$ cat src/rtl/pcq_dbg_trace_ctrl.sv
// Trace sequencer for the PC debug mux: arm / trigger / post-trigger / done control.
// Optional arm-to-trigger timestamp counter is built when PCQ_DBG_TRIG_TIMESTAMP_EN is defined.
module pcq_dbg_trace_ctrl #(
  parameter int TRACE_WIDTH = 32,
  parameter int CNT_WIDTH   = 16
) (
  input  logic                   clk,
  input  logic                   rst,
  input  logic                   cmd_arm,
  input  logic                   cmd_stop,
  input  logic [2:0]             cfg_group_sel,
  input  logic [7:0]             cfg_mux_misc,
  input  logic                   cfg_rotate_en,
  input  logic [CNT_WIDTH-1:0]   cfg_dwell,
  input  logic [TRACE_WIDTH-1:0] cfg_trig_mask,
  input  logic [TRACE_WIDTH-1:0] cfg_trig_pattern,
  input  logic [CNT_WIDTH-1:0]   cfg_post_count,
  input  logic [TRACE_WIDTH-1:0] trace_bus_in,
  output logic [10:0]            debug_mux_ctrls,
  output logic                   trace_bus_enable,
  output logic                   trig_hit,
  output logic [2:0]             trig_group,
  output logic [CNT_WIDTH-1:0]   trig_timestamp,
  output logic                   done,
  output logic [1:0]             state
);

  localparam logic [1:0] S_IDLE  = 2'b00;
  localparam logic [1:0] S_ARMED = 2'b01;
  localparam logic [1:0] S_POST  = 2'b10;
  localparam logic [1:0] S_DONE  = 2'b11;
  localparam logic [1:0] SETTLE_RELOAD = 2'd2;

  logic [1:0]             state_q, state_d;
  logic [2:0]             group_q, group_d;
  logic [7:0]             misc_q, misc_d;
  logic [CNT_WIDTH-1:0]   dwell_q, dwell_d;
  logic [1:0]             settle_q, settle_d;
  logic [CNT_WIDTH-1:0]   post_q, post_d;
  logic                   trig_hit_q, trig_hit_d;
  logic [2:0]             trig_group_q, trig_group_d;

  // Configuration captured on arm; data-only, never reset.
  logic [TRACE_WIDTH-1:0] mask_q, pattern_q;
  logic [CNT_WIDTH-1:0]   dwell_cfg_q, post_cfg_q;
  logic                   rotate_q;

  logic arm_acc, match, fire;

  assign arm_acc = cmd_arm && !cmd_stop;
  assign match   = ((trace_bus_in ^ pattern_q) & mask_q) == '0;
  assign fire    = !cmd_stop && !cmd_arm && (state_q == S_ARMED) && (settle_q == 2'd0) && match;

  always_comb begin
    state_d      = state_q;
    group_d      = group_q;
    misc_d       = misc_q;
    dwell_d      = dwell_q;
    settle_d     = settle_q;
    post_d       = post_q;
    trig_hit_d   = 1'b0;
    trig_group_d = trig_group_q;
    if (cmd_stop) begin
      state_d = S_IDLE;
    end else if (cmd_arm) begin
      state_d  = S_ARMED;
      group_d  = cfg_group_sel;
      misc_d   = cfg_mux_misc;
      dwell_d  = cfg_dwell;
      settle_d = SETTLE_RELOAD;
    end else begin
      case (state_q)
        S_ARMED: begin
          if (fire) begin
            state_d      = S_POST;
            trig_hit_d   = 1'b1;
            trig_group_d = group_q;
            post_d       = post_cfg_q;
          end else begin
            if (settle_q != 2'd0) settle_d = settle_q - 2'd1;
            // Group advance re-opens the settle window for the new mux path.
            if (rotate_q) begin
              if (dwell_q == '0) begin
                group_d  = group_q + 3'd1;
                dwell_d  = dwell_cfg_q;
                settle_d = SETTLE_RELOAD;
              end else begin
                dwell_d = dwell_q - CNT_WIDTH'(1);
              end
            end
          end
        end
        S_POST: begin
          if (post_q == '0) state_d = S_DONE;
          else              post_d  = post_q - CNT_WIDTH'(1);
        end
        default: ;
      endcase
    end
  end

  always_ff @(posedge clk or posedge rst) begin
    if (rst) begin
      state_q      <= S_IDLE;
      group_q      <= '0;
      misc_q       <= '0;
      dwell_q      <= '0;
      settle_q     <= '0;
      post_q       <= '0;
      trig_hit_q   <= 1'b0;
      trig_group_q <= '0;
    end else begin
      state_q      <= state_d;
      group_q      <= group_d;
      misc_q       <= misc_d;
      dwell_q      <= dwell_d;
      settle_q     <= settle_d;
      post_q       <= post_d;
      trig_hit_q   <= trig_hit_d;
      trig_group_q <= trig_group_d;
    end
  end

  always_ff @(posedge clk) begin
    if (arm_acc) begin
      mask_q      <= cfg_trig_mask;
      pattern_q   <= cfg_trig_pattern;
      dwell_cfg_q <= cfg_dwell;
      post_cfg_q  <= cfg_post_count;
      rotate_q    <= cfg_rotate_en;
    end
  end

`ifdef PCQ_DBG_TRIG_TIMESTAMP_EN
  logic [CNT_WIDTH-1:0] ts_q, trig_ts_q;

  // Latched value counts edges from arm up to and including the trigger edge.
  always_ff @(posedge clk or posedge rst) begin
    if (rst) begin
      ts_q      <= '0;
      trig_ts_q <= '0;
    end else if (arm_acc) begin
      ts_q      <= '0;
      trig_ts_q <= '0;
    end else if (!cmd_stop && state_q == S_ARMED) begin
      ts_q <= ts_q + CNT_WIDTH'(1);
      if (fire) trig_ts_q <= ts_q + CNT_WIDTH'(1);
    end
  end

  assign trig_timestamp = trig_ts_q;
`else
  assign trig_timestamp = '0;
`endif

  assign debug_mux_ctrls  = {misc_q, group_q};
  assign trace_bus_enable = (state_q == S_ARMED) || (state_q == S_POST);
  assign done             = (state_q == S_DONE);
  assign trig_hit         = trig_hit_q;
  assign trig_group       = trig_group_q;
  assign state            = state_q;

endmodule

$ cat config.mk
export PLATFORM = sky130hd
export DESIGN_NAME = pcq_dbg_trace_ctrl
export DESIGN_NICKNAME = d
export VERILOG_FILES = /design/src/rtl/pcq_dbg_trace_ctrl.sv
export SDC_FILE = /design/constraint.sdc
export NUM_CORES = 1
export LEC_CHECK = 0
export CELL_PAD_IN_SITES_DETAIL_PLACEMENT = 0
export CELL_PAD_IN_SITES_GLOBAL_PLACEMENT = 1
export CORE_AREA = 5 5 155 157
export CTS_CLUSTER_SIZE = 12
export DETAILED_ROUTE_END_ITERATION = 6
export DIE_AREA = 0 0 160 162
export PLACE_DENSITY = 0.68
export SYNTH_ARGS = -nofsm -noshare
export SYNTH_HDL_FRONTEND = slang
export SYNTH_SLANG_ARGS = --single-unit
$ cat constraint.sdc
create_clock -name clk -period 2.3 [get_ports clk]
set_input_delay 0.46 -clock clk [delete_from_list [all_inputs] [get_ports clk]]
set_output_delay 0.46 -clock clk [all_outputs]
set_load 0.05 [all_outputs]
; ---- Yosys cells after proc, flatten, opt, wreduce, memory -nomap -nowiden
; Index checks and enable logic that the tools add are counted.
[totals]
inputBits = 144
wordCells = 82
output_inout_bits = 35
ff_bits = 148
[op_classes]
n_addsub = 4
muxes = 28
reduce_logical = 25
n_eq_ne = 8
bitwise = 4
[op_table]
columns = op, n
row1 = $mux 16, 7
row2 = $and 32x32->32, 1
row3 = $logic_not 16->1, 2
row4 = $logic_not 32->1, 1
row5 = $pmux 16 s2, 1
row6 = $sub 16x1->16 const B, 2
row7 = $xor 32x32->32, 1
row8 = $mux 2, 10
row9 = $mux 3, 5
row10 = $reduce_and 5->1, 2
row11 = $reduce_bool 2->1, 5
row12 = $ne 4x4->1 const B, 2
row13 = $reduce_and 4->1, 2
row14 = $ne 2x2->1 const B, 3
row15 = $reduce_and 3->1, 2
row16 = $logic_and 1x1->1, 5
row17 = $eq 2x2->1 const B, 2
row18 = $mux 1, 4
row19 = $pmux 2 s2, 1
row20 = $reduce_bool 4->1, 1
row21 = $add 3x1->3 const B, 1
row22 = $eq 2x1->1 const B, 1
row23 = $logic_not 1->1, 2
row24 = $logic_not 2->1, 1
row25 = other kinds (4), 5

; ---- Longest topological paths before layout
; Gate-level depths: netlist (run 1).
[logic_depth]
word_depth = 9
ltp_mapped = 9
mapped_depth_nobuf = 8

; ---- Worst setup path before layout (run 1)
; Ideal clock, no wire load.
[synth_path]
path_type = input to register
startpoint = in cmd_arm
endpoint = reg group_q[2]
required_time_ns = 2.214
setup_slack_ns = -1.987
cell_stages = 9
setup_ns = 0.086
t_arrival_ns = 4.201
cell_sequence = buf_2 -> nand2b_1 -> clkbuf_1 -> inv_1 -> clkbuf_1 -> nand2_1 -> nand2_1 -> a21oi_1 -> nor3_1
[synth_via]
elab_chain_len = 7
elab_cells_between_ends = 11
[synth_rtl]
columns = item, line_no
row1 = "start, declared", 9  ; input logic cmd_arm,
row2 = $logic_not 1->1, 52  ; assign fire = !cmd_stop && !cmd_arm && (state_q == S_ARMED) && (settle_q == 2'd0) && match;
row3 = $logic_and 1x1->1 (4 in series), 52
row4 = $ne 2x2->1 (no source line), --
row5 = $reduce_and 5->1 (no source line), --
row6 = "end signal, assigned", 114  ; group_q <= group_d;
row7 = "end, declared", 35  ; logic [2:0] group_q, group_d;
; Parallel ways exist; a longest one is shown, timed or not.
; A chain may end at the register's enable or synchronous reset.

; ---- Worst setup path in the final report (run 1)
[layout_path]
startpoint = in trace_bus_in[10]
endpoint = reg post_q[9]
[layout_via]
elab_chain_len = 6
[layout_rtl]
columns = item, line_no
row1 = "start, declared", 18  ; input logic [TRACE_WIDTH-1:0] trace_bus_in,
row2 = $xor 32x32->32, 51  ; assign match = ((trace_bus_in ^ pattern_q) & mask_q) == '0;
row3 = $and 32x32->32, 51
row4 = $logic_not 32->1, 51
row5 = $logic_and 1x1->1, 52
row6 = $ne 2x2->1 (no source line), --
row7 = $reduce_and 5->1 (no source line), --
row8 = "end signal, assigned", 118  ; post_q <= post_d;
row9 = "end, declared", 39  ; logic [CNT_WIDTH-1:0] post_q, post_d;
; No other way between the ends.

==> impl_metrics.env, run 1 <==
export IMPL_max_vdd_ir_drop_mv=0.426
export IMPL_path_class="in2reg"
export IMPL_synth_seq_cells=148
export IMPL_layout_cells_non_filler=1078
export IMPL_yosys_area_top_type_share_pct=42.4
export IMPL_die_h_um=162
export IMPL_end_kind="flip-flop"
export IMPL_cts_made_buffers=17
export IMPL_regArea_mm2=0.00419
export IMPL_cp_max_fo=30
export IMPL_place_area_mm2=0.00912
export IMPL_hold_path_class="in2async"
export IMPL_finalMaxSlewViolations=0
export IMPL_cts_sink_count=148
export IMPL_cts_root_buffer="clkbuf_16"
export IMPL_cts_tree="done"
export IMPL_drt_total_wl_um=18200
export IMPL_dieArea_mm2=0.0259
export IMPL_synth_area_leaders="edfxtp_1 42%, dfrtp_1 19%, xor2_1 4.7%"
export IMPL_multi_input_area_mm2=0.00263
export IMPL_grt_pass1_wl_um=28600
export IMPL_async_reset_ff_share_pct=34.5
export IMPL_grt_usage_pct=13.8
export IMPL_port_buffers=162
export IMPL_drive_gt1_share_pct=19.3
export IMPL_clk_pin_slew_worst_paths_ns=0.07
export IMPL_syn_avg_cell_area_um2=12.1
export IMPL_routed_via_density=4.89
export IMPL_post_route_period_util_pct=102
export IMPL_core_area_mm2=0.0224
export IMPL_yosysTopAreaCell="edfxtp_1"
export IMPL_worst_r2r_startpoint="pattern_q[28]$_DFFE_PP_"
export IMPL_syn2layout_area_growth_pct=45.9
export IMPL_clock_fmax_mhz=428
export IMPL_violations="negative setup slack"
export IMPL_hold_buffers=0
export IMPL_final_area_mm2=0.0100
export IMPL_diodes=0
export IMPL_drc=0
export IMPL_min_period_ns=2.33
export IMPL_clk_latency_ns=0.42
export IMPL_htreeDepth=4
export IMPL_worstPathArrival_ns=2.61
export IMPL_outcome="finished with violations"
export IMPL_power_uw=7910
export IMPL_grt_overflow_total=0
export IMPL_worst_pin_slew_ns=0.565
export IMPL_cap_violations=0
export IMPL_io_pins=179
export IMPL_syn_area_mm2=0.00687
export IMPL_drtPass1Iterations=7
export IMPL_rows=55
export IMPL_fin_hold_ws_ns=0.334
export IMPL_reg2reg_setup_slack_ns=0
export IMPL_dp_cells=1038
export IMPL_relSlewSlack_pct=62.2
export IMPL_route_vias_total=5276
export IMPL_detail_route_antenna_nets=0
export IMPL_ys_seq_area_share_pct=61.0
export IMPL_wl_per_cell_um=16.8
export IMPL_setup_viol_count_final=5
export IMPL_synthFlopType="edfxtp_1"
export IMPL_grt_max_degree=43
export IMPL_rsz0062_at_grt="true"
export IMPL_start_util_pct=30.7
export IMPL_yosysUniqueCellTypes=63
export IMPL_place_hpwl_um=13200
export IMPL_skew_ns=0.0138
export IMPL_cp_required_ns=2.57
export IMPL_hold_violations=0
export IMPL_antenna_found_initial=0
export IMPL_powerDensity_mw_per_mm2=790
export IMPL_fillers=2028
export IMPL_drt_initial_drc_count=354
export IMPL_gp_congestion=0.785
export IMPL_grt_pass1_vias=5502
export IMPL_crit_path_start_kind="input pin"
export IMPL_power_leakage_uw=0.00380
export IMPL_finalSetupTns_ns=-0.0698
export IMPL_synthCells=566
export IMPL_nets=932
export IMPL_synth_edf_count=97
export IMPL_yosysWarnings=0
export IMPL_r2r_end="post_q[9]$_DFFE_PP0P_"
export IMPL_rr_worst_depth=9
export IMPL_die_width_um=160
export IMPL_clock_path_buffers=2
export IMPL_layout_setup_ws_ns=-0.0345
## synthesized netlist by cell type (3+ instances only)
cell type	count
a211oi_1	3
nand4_1	10
or3_1	6
nor3_1	9
dfrtp_1	51
buf_4	17
a221oi_2	3
a2111oi_0	3
a22oi_1	18
a21oi_1	11
a31oi_1	4
nor3_2	3
a2bb2oi_1	3
o31a_1	3
edfxtp_1	97
clkbuf_1	24
xor2_1	37
nand2b_1	6
o221a_2	11
nand3b_1	4
mux2i_1	4
nand2_1	81
inv_1	13
nor2_1	17
o41ai_1	8
or4_1	3
a211o_1	6
and4_1	3
o31ai_1	3
nand3_1	10
o21ai_0	20
nor4_1	17
nor2b_1	5
ha_1	8
xnor2_1	6
o22ai_1	3
## cell type report
class,count,area share (%)
Tap cell,285,3.56
Clock buffer,17,4.25
Inverter,13,0.512
Sequential cell,148,41.8
Clock inverter,15,1.46
Timing Repair Buffer,225,22.1
Multi-Input combinational cell,375,26.3
## power by group
group | internal, uW | leakage, uW | switching [uW]
Sequential | 3190 | 0.00151 | 282
Combinational | 853 | 0.00201 | 873
Clock | 1520 | 0.000276 | 1190
## cells by family after synthesis
group	count (synthesis)	synth area share (%)
adder cells (fa/ha/maj)	8	1.46
other	1	0.0546
XOR/XNOR	43	5.49
multiplexers	6	0.911
AND/OR/NAND/NOR	189	14.1
AO/OA/AOI/OAI	113	12.6
flip-flops	148	61.0
buffers and inverters	58	4.36
## per-stage QoR
stage	worst slack [ns]	util (%)
6_report	-0.0345	44.8
5_1_grt	-0.122	44.8
4_1_cts	-0.0941	43.7
3_5_place_dp	-0.637	40.8
3_3_place_gp	-0.583	40.8
2_1_floorplan	0.0259	-
## critical path, stage by stage
cell             delay [ns]
clkdlybuf4s50_1        0.42
xor2_1                 0.16
a22oi_1                0.23
nand4_1                0.20
nor3_4                 0.26
a21boi_2               0.11
buf_6                  0.21
o32ai_1                0.46
a221oi_4               0.09
## layout by cell type (no fill, tap or decap), types with 6 or more instances in the layout
| cell | n |
|---|---|
| clkdlybuf4s50_1 | 152 |
| edfxtp_1 | 97 |
| nand2_1 | 81 |
| buf_4 | 52 |
| dfrtp_1 | 49 |
| xor2_1 | 37 |
| o21ai_0 | 19 |
| clkbuf_16 | 19 |
| nor2_1 | 16 |
| conb_1 | 16 |
| a22oi_1 | 13 |
| nor4_1 | 13 |
| a21oi_1 | 11 |
| o221a_2 | 11 |
| nand4_1 | 10 |
| inv_1 | 9 |
| nand3_1 | 9 |
| nor3_1 | 8 |
| ha_1 | 7 |
| nand2b_1 | 6 |
| xnor2_1 | 6 |
| o41ai_1 | 6 |
| a211o_1 | 6 |
## sequential cells by signal, summed over array words and instances, names as in the netlist, 3 cells and up
register / count
post_q: 16
misc_q: 8
dwell_q: 16
post_cfg_q: 16
trig_group: 3
mask_q: 32
group_q: 3
pattern_q: 32
dwell_cfg_q: 16
## how the worst max path moves through the flow
stage	from	to	slack [ns]	depth (start not counted)
2_1_floorplan	state[1]$_DFFE_PP0P_	post_q[3]$_DFFE_PP0P_	0.03	9
3_3_place_gp	trace_bus_in[28]	post_q[2]$_DFFE_PP0P_	-0.58	10
3_5_place_dp	trace_bus_in[28]	post_q[12]$_DFFE_PP0P_	-0.64	10
4_1_cts	pattern_q[12]$_DFFE_PP_	post_q[5]$_DFFE_PP0P_	-0.09	9
5_1_grt	pattern_q[12]$_DFFE_PP_	post_q[9]$_DFFE_PP0P_	-0.12	9
6_report	trace_bus_in[10]	post_q[9]$_DFFE_PP0P_	-0.03	9
## per-layer routing
metal  share of wire (%)  vias to the layer above  global-route usage, %
met3                 7.6                       13                   5.23
met5                   0                        -                      0
met1                  42                     2550                   17.1
met4                 1.2                        0                   3.83
li1                    -                     2530                      -
met2                  49                      183                   22.7
## what timing repair did
action                     CTS  global route
gates cloned                 1             3
pin swaps                   19            17
hold endpoints to repair     0             0
gates resized for setup     21            34
buffers inserted             3             1
setup endpoints to repair   27            34
Note: power is estimated with default switching activity, not from simulation.
==> run 2, diff against run 1 <==
--- a/config.mk
+++ b/config.mk
@@ -7,11 +7,11 @@
 export LEC_CHECK = 0
 export CELL_PAD_IN_SITES_DETAIL_PLACEMENT = 0
 export CELL_PAD_IN_SITES_GLOBAL_PLACEMENT = 1
-export CORE_AREA = 5 5 155 157
+export CORE_AREA = 5 5 147 149
 export CTS_CLUSTER_SIZE = 12
 export DETAILED_ROUTE_END_ITERATION = 6
-export DIE_AREA = 0 0 160 162
-export PLACE_DENSITY = 0.68
+export DIE_AREA = 0 0 152 154
+export PLACE_DENSITY = 0.75
 export SYNTH_ARGS = -nofsm -noshare
 export SYNTH_HDL_FRONTEND = slang
 export SYNTH_SLANG_ARGS = --single-unit
==> run 2 against run 1 <==
Against the previous run:
- the run still ends with negative setup slack left
- design area down 1.6%
- clock skew down 0.0057 ns
- sequential cell count did not move
- sequential power about the same
- fmax down 0.77%
- non-clock buffer count decreased by 5
- total power is 0.22% higher
- highest routed layer unchanged
- worst hold slack better by 0.11 ns
- clock power is 3% higher
- die area fell by 9.7%
- setup slack worse by 0.018 ns
- global-route usage grew 1.3 points
==> impl_metrics.env, run 2 (synthesis gave the netlist of run 1 again) <==
export IMPL_grt_usage_pct=15.1
export IMPL_worstPathArrival_ns=2.65
export IMPL_outcome="finished with violations"
export IMPL_hold_path_class="in2async"
export IMPL_grt_pass1_vias=5576
export IMPL_cts_root_buffer="clkbuf_16"
export IMPL_end_kind="flip-flop"
export IMPL_grt_pass1_wl_um=28500
export IMPL_drive_gt1_share_pct=17.3
export IMPL_min_period_ns=2.35
export IMPL_violations="negative setup slack"
export IMPL_routed_via_density=4.98
export IMPL_r2r_end="post_q[7]$_DFFE_PP0P_"
export IMPL_diodes=0
export IMPL_rows=52
export IMPL_fillers=1812
export IMPL_cts_made_buffers=17
export IMPL_worst_pin_slew_ns=0.594
export IMPL_core_area_mm2=0.0200
export IMPL_detail_route_antenna_nets=0
export IMPL_reg2reg_setup_slack_ns=0.01
export IMPL_hold_violations=0
export IMPL_drt_total_wl_um=17900
export IMPL_place_hpwl_um=12900
export IMPL_rr_worst_depth=9
export IMPL_wl_per_cell_um=16.9
export IMPL_finalMaxSlewViolations=0
export IMPL_dieArea_mm2=0.0234
export IMPL_drtPass1Iterations=4
export IMPL_grt_overflow_total=0
export IMPL_clock_fmax_mhz=425
export IMPL_gp_congestion=0.860
export IMPL_cp_required_ns=2.60
export IMPL_die_h_um=154
export IMPL_grt_max_degree=49
export IMPL_final_common_cell="clkdlybuf4s50_1"
export IMPL_crit_start="trace_bus_in[23]"
export IMPL_antenna_found_initial=0
export IMPL_clk_latency_ns=0.42
export IMPL_clock_path_buffers=2
export IMPL_drt_initial_drc_count=266
export IMPL_clk_pin_slew_worst_paths_ns=0.06
export IMPL_layout_setup_ws_ns=-0.0525
export IMPL_nets=927
export IMPL_port_buffers=162
export IMPL_syn2layout_area_growth_pct=43.6
export IMPL_worst_r2r_startpoint="state[1]$_DFFE_PP0P_"
export IMPL_utilization_pct=49.2
export IMPL_htreeDepth=4
export IMPL_top_regs="mask_q x32, pattern_q x32"
export IMPL_start_util_pct=34.3
export IMPL_place_area_mm2=0.00908
export IMPL_cap_violations=0
export IMPL_crit_path_start_kind="input pin"
export IMPL_io_pins=179
export IMPL_cp_max_fo=6
export IMPL_route_vias_total=5272
export IMPL_final_area_mm2=0.00986
export IMPL_power_leakage_uw=0.00369
export IMPL_path_class="in2reg"
export IMPL_post_route_period_util_pct=102
export IMPL_skew_ns=0.00806
export IMPL_cts_tree="done"
export IMPL_max_vdd_ir_drop_mv=0.535
export IMPL_cts_sink_count=148
export IMPL_rsz0062_at_grt="true"
export IMPL_endpoint="post_q[7]$_DFFE_PP0P_"
export IMPL_setup_viol_count_final=8
export IMPL_powerDensity_mw_per_mm2=804
export IMPL_drc=0
export IMPL_die_width_um=152
export IMPL_mostFrequentLayoutCells="156 x clkdlybuf4s50_1, 97 x edfxtp_1, 81 x nand2_1, 49 x buf_4, 49 x dfrtp_1"
export IMPL_relSlewSlack_pct=60.3
-- run 2: layout make-up --
class | instances | area (um2) | area share, %
sequential | 148 | 4190 | 42.5
inverter | 13 | 51.3 | 0.520
tap | 270 | 338 | 3.43
multi-input combinational | 375 | 2570 | 26.0
clock inverter | 13 | 156 | 1.59
clock buffer | 19 | 433 | 4.39
timing repair buffer | 220 | 2120 | 21.5
-- run 2: critical path, stage by stage --
cell and delay (ns):
clkdlybuf4s50_1 0.44, xor2_1 0.17, a22oi_2 0.24, nand4_1 0.16, nor3_2 0.28, a21boi_2 0.11, or3_4 0.35, buf_6 0.15
a211o_1 0.29
-- run 2: power by group --
group	internal (uW)	leakage (uW)	switching, uW
combinational	806	0.00191	850
sequential	3200	0.00151	274
clock	1700	0.000280	1100
total	5710	0.00369	2220
-- run 2: how the worst min path moves through the flow --
| stage | from | endpoint | slack, ns | cells past startpoint |
|---|---|---|---|---|
| 6_report | rst | dwell_q[10]$_DFFE_PP0P_ | 0.44 | 2 |
| 5_1_grt | rst | dwell_q[10]$_DFFE_PP0P_ | 0.50 | 2 |
| 4_1_cts | rst | dwell_q[10]$_DFFE_PP0P_ | 0.47 | 2 |
| 3_5_place_dp | trig_group[0]$_DFFE_PP0P_ | trig_group[0]$_DFFE_PP0P_ | 0.46 | 2 |
| 3_3_place_gp | trig_group[0]$_DFFE_PP0P_ | trig_group[0]$_DFFE_PP0P_ | 0.46 | 2 |
| 2_1_floorplan | post_q[11]$_DFFE_PP0P_ | post_q[11]$_DFFE_PP0P_ | 0.48 | 2 |
-- run 2: metrics by stage --
| step | hold WS, ns | std cells | setup TNS [ns] | total power (uW) | worst slack [ns] |
|---|---|---|---|---|---|
| 3_5_place_dp | 0.463 | 1021 | -16.42 | 5100 | -0.657 |
| 5_1_grt | 0.503 | 1058 | -0.962 | 8280 | -0.0988 |
| 6_report | 0.444 | 1058 | -0.303 | 7930 | -0.0525 |
| 2_1_floorplan | 0.480 | 581 | 0 | 4410 | 0.0259 |
| 4_1_cts | 0.469 | 1056 | 0 | 7950 | 0.000211 |
| 3_3_place_gp | 0.458 | 1021 | -15.95 | 5050 | -0.511 |
-- run 2: timing repair --
item | in CTS | in global routing
hold buffers | 0 | 0
gates resized for setup | 20 | 18
pin swaps | 7 | 8
buffers inserted | 2 | 2
setup endpoints to repair | 15 | 32
cloned | 1 | 0
-- run 2: layer usage --
| layer | wire length (um) | vias to the layer above | GRT usage [%] |
|---|---|---|---|
| met5 | 0 | - | 0 |
| met4 | 244 | 0 | 4.67 |
| met3 | 1200 | 17 | 4.86 |
| met2 | 8910 | 172 | 25.6 |
| met1 | 7540 | 2566 | 18.4 |
| li1 | - | 2517 | - |
==> run 3, diff against run 2 <==
==> config.mk (replaced) <==
export PLATFORM = sky130hd
export DESIGN_NAME = pcq_dbg_trace_ctrl
export DESIGN_NICKNAME = d
export VERILOG_FILES = /design/src/rtl/pcq_dbg_trace_ctrl.sv
export SDC_FILE = /design/constraint.sdc
export NUM_CORES = 1
export LEC_CHECK = 0
export CELL_PAD_IN_SITES_DETAIL_PLACEMENT = 1
export CELL_PAD_IN_SITES_GLOBAL_PLACEMENT = 2
export CORE_AREA = 5 5 160 162
export CTS_CLUSTER_SIZE = 12
export DETAILED_ROUTE_END_ITERATION = 6
export DIE_AREA = 0 0 165 167
export PLACE_DENSITY = 0.76
export SYNTH_ARGS = -nofsm -noshare
export SYNTH_HDL_FRONTEND = slang
export SYNTH_SLANG_ARGS = --single-unit
==> run 3 against run 2 <==
Against the previous run:
- sequential cell count did not move
- the run still ends with negative setup slack left
- highest routed layer is now met5
- sequential power is essentially flat
- count of clock-buffer cells in the layout stayed put
- critical path depth is the same
- setup slack better by 0.012 ns
- total power increased by 1.3%
- largest power group unchanged
- clock power about the same
- first-iteration DRC count shrank 14%
- combinational power up 8%
- die area increased by 18%
- register-to-register slack worse by 0.04 ns
- utilization decreased by 6.9 points
==> impl_metrics.env, run 3 (synthesis gave the netlist of run 1 again) <==
export IMPL_outcome="finished with violations"
export IMPL_violations="negative setup slack"
export IMPL_drtPass1Iterations=4
export IMPL_max_vdd_ir_drop_mv=0.534
export IMPL_die_h_um=167
export IMPL_drive_gt1_share_pct=19.7
export IMPL_skew_ns=0.0114
export IMPL_clock_path_buffers=2
export IMPL_cts_tree="done"
export IMPL_wl_per_cell_um=18.0
export IMPL_cts_made_buffers=17
export IMPL_port_buffers=162
export IMPL_cp_max_fo=5
export IMPL_htreeDepth=4
export IMPL_place_ws_ns=-0.678
export IMPL_gp_congestion=0.794
export IMPL_place_hpwl_um=14500
export IMPL_mostFrequentLayoutCells="152 x clkdlybuf4s50_1, 97 x edfxtp_1, 81 x nand2_1, 52 x buf_4, 49 x dfrtp_1"
export IMPL_layout_cells_non_filler=1120
export IMPL_drt_initial_drc_count=228
export IMPL_grt_pass1_vias=5983
export IMPL_layout_setup_ws_ns=-0.0402
export IMPL_drt_total_wl_um=20100
export IMPL_min_period_ns=2.34
export IMPL_grt_max_degree=37
export IMPL_hold_violations=0
export IMPL_post_route_period_util_pct=102
export IMPL_top_regs="mask_q x32, pattern_q x32"
export IMPL_clk_pin_slew_worst_paths_ns=0.07
export IMPL_fin_hold_ws_ns=0.389
export IMPL_setup_viol_count_final=6
export IMPL_syn2layout_area_growth_pct=47.5
export IMPL_worstPathArrival_ns=2.65
export IMPL_end_kind="flip-flop"
export IMPL_io_pins=179
export IMPL_cp_required_ns=2.61
export IMPL_die_width_um=165
export IMPL_crit_path_start_kind="input pin"
export IMPL_cts_sink_count=148
export IMPL_rr_worst_depth=9
export IMPL_relSlewSlack_pct=62.3
export IMPL_detail_route_antenna_nets=0
export IMPL_final_common_cell="clkdlybuf4s50_1"
export IMPL_diodes=0
export IMPL_routed_via_density=4.77
export IMPL_finalMaxSlewViolations=0
export IMPL_route_vias_total=5340
export IMPL_grt_usage_pct=14.7
export IMPL_path_class="in2reg"
export IMPL_rows=57
export IMPL_grt_pass1_wl_um=31900
export IMPL_start_util_pct=28.6
export IMPL_clk_latency_ns=0.42
export IMPL_rsz0062_at_grt="true"
export IMPL_powerDensity_mw_per_mm2=793
export IMPL_power_uw=8030
export IMPL_clock_fmax_mhz=427
export IMPL_nets=935
export IMPL_worst_pin_slew_ns=0.563
export IMPL_dp_cells=1079
export IMPL_cap_violations=0
export IMPL_multi_input_area_mm2=0.00264
export IMPL_fillers=2587
export IMPL_drc=0
export IMPL_power_leakage_uw=0.00381
export IMPL_regArea_mm2=0.00419
export IMPL_grt_overflow_total=0
export IMPL_core_area_mm2=0.0240
export IMPL_antenna_found_initial=2
export IMPL_hold_path_class="in2async"
export IMPL_dieArea_mm2=0.0276
export IMPL_cts_root_buffer="clkbuf_16"
## run 3: changes by cell type in the layout (fill, tap and decap cells not counted), sizes merged
cell,delta
clkdlybuf4s50,-4
inv,+3
dlygate4sd2,+1
buf,+6
bufinv,-1
dlymetal6s2s,+3
clkinv,-2
clkbuf,+2
## run 3: metrics by stage
stage               util [%]  setup TNS [ns]  area, um2
global route            42.3           -3.03      10100
CTS                     41.3          -0.400       9910
detailed placement      38.4          -22.26       9210
floorplan                  -               0       6930
finish                  42.3          -0.114      10100
global placement        38.4          -17.57       9210
## run 3: layout make-up
type                    instances  area share (%)
well taps                     324            4.00
multi-input cells             375            26.1
flip-flops and latches        148            41.4
clock inverters                13            1.45
repair buffers                228            22.3
clock buffers                  19            4.27
inverters                      13           0.506
## run 3: routing by layer
layer	track usage [%]	vias up	part of all wire, %
met5	0	-	0.14
met4	4.30	4	1.3
met3	5.17	26	7.0
met2	24.2	150	50
met1	18.2	2627	42
li1	-	2533	-
## run 3: path summary, 6_finish.rpt
path	from	endpoint	slack (ns)
max in group asynchronous	rst	misc_q[5]$_DFFE_PP0P_	1.39
max	trace_bus_in[28]	post_q[3]$_DFFE_PP0P_	-0.04
max reg2reg	state[1]$_DFFE_PP0P_	post_q[3]$_DFFE_PP0P_	-0.03
min reg2reg	misc_q[0]$_DFFE_PP0P_	misc_q[0]$_DFFE_PP0P_	0.48
min	rst	post_q[4]$_DFFE_PP0P_	0.39
min in group clk	misc_q[0]$_DFFE_PP0P_	misc_q[0]$_DFFE_PP0P_	0.48
## run 3: worst max-delay path, stage by stage
cell and delay, ns:
clkdlybuf4s50_1 0.41, xor2_1 0.16, a22oi_2 0.21, nand4_1 0.22, nor3_4 0.30, a21boi_2 0.10
or3_4 0.36, buf_6 0.15, a211o_1 0.28
## run 3: what timing repair did
item | in CTS | in global routing
resized for setup | 30 | 31
buffers inserted | 5 | 1
cloned | 1 | 2
endpoints found under the setup margin | 21 | 37
pin swaps | 24 | 18
hold buffers | 0 | 0
## run 3: power by group
| part | internal, uW | total (uW) | switching (uW) |
|---|---|---|---|
| logic | 867 | 1790 | 924 |
| registers | 3200 | 3460 | 261 |
| clock network | 1610 | 2780 | 1170 |
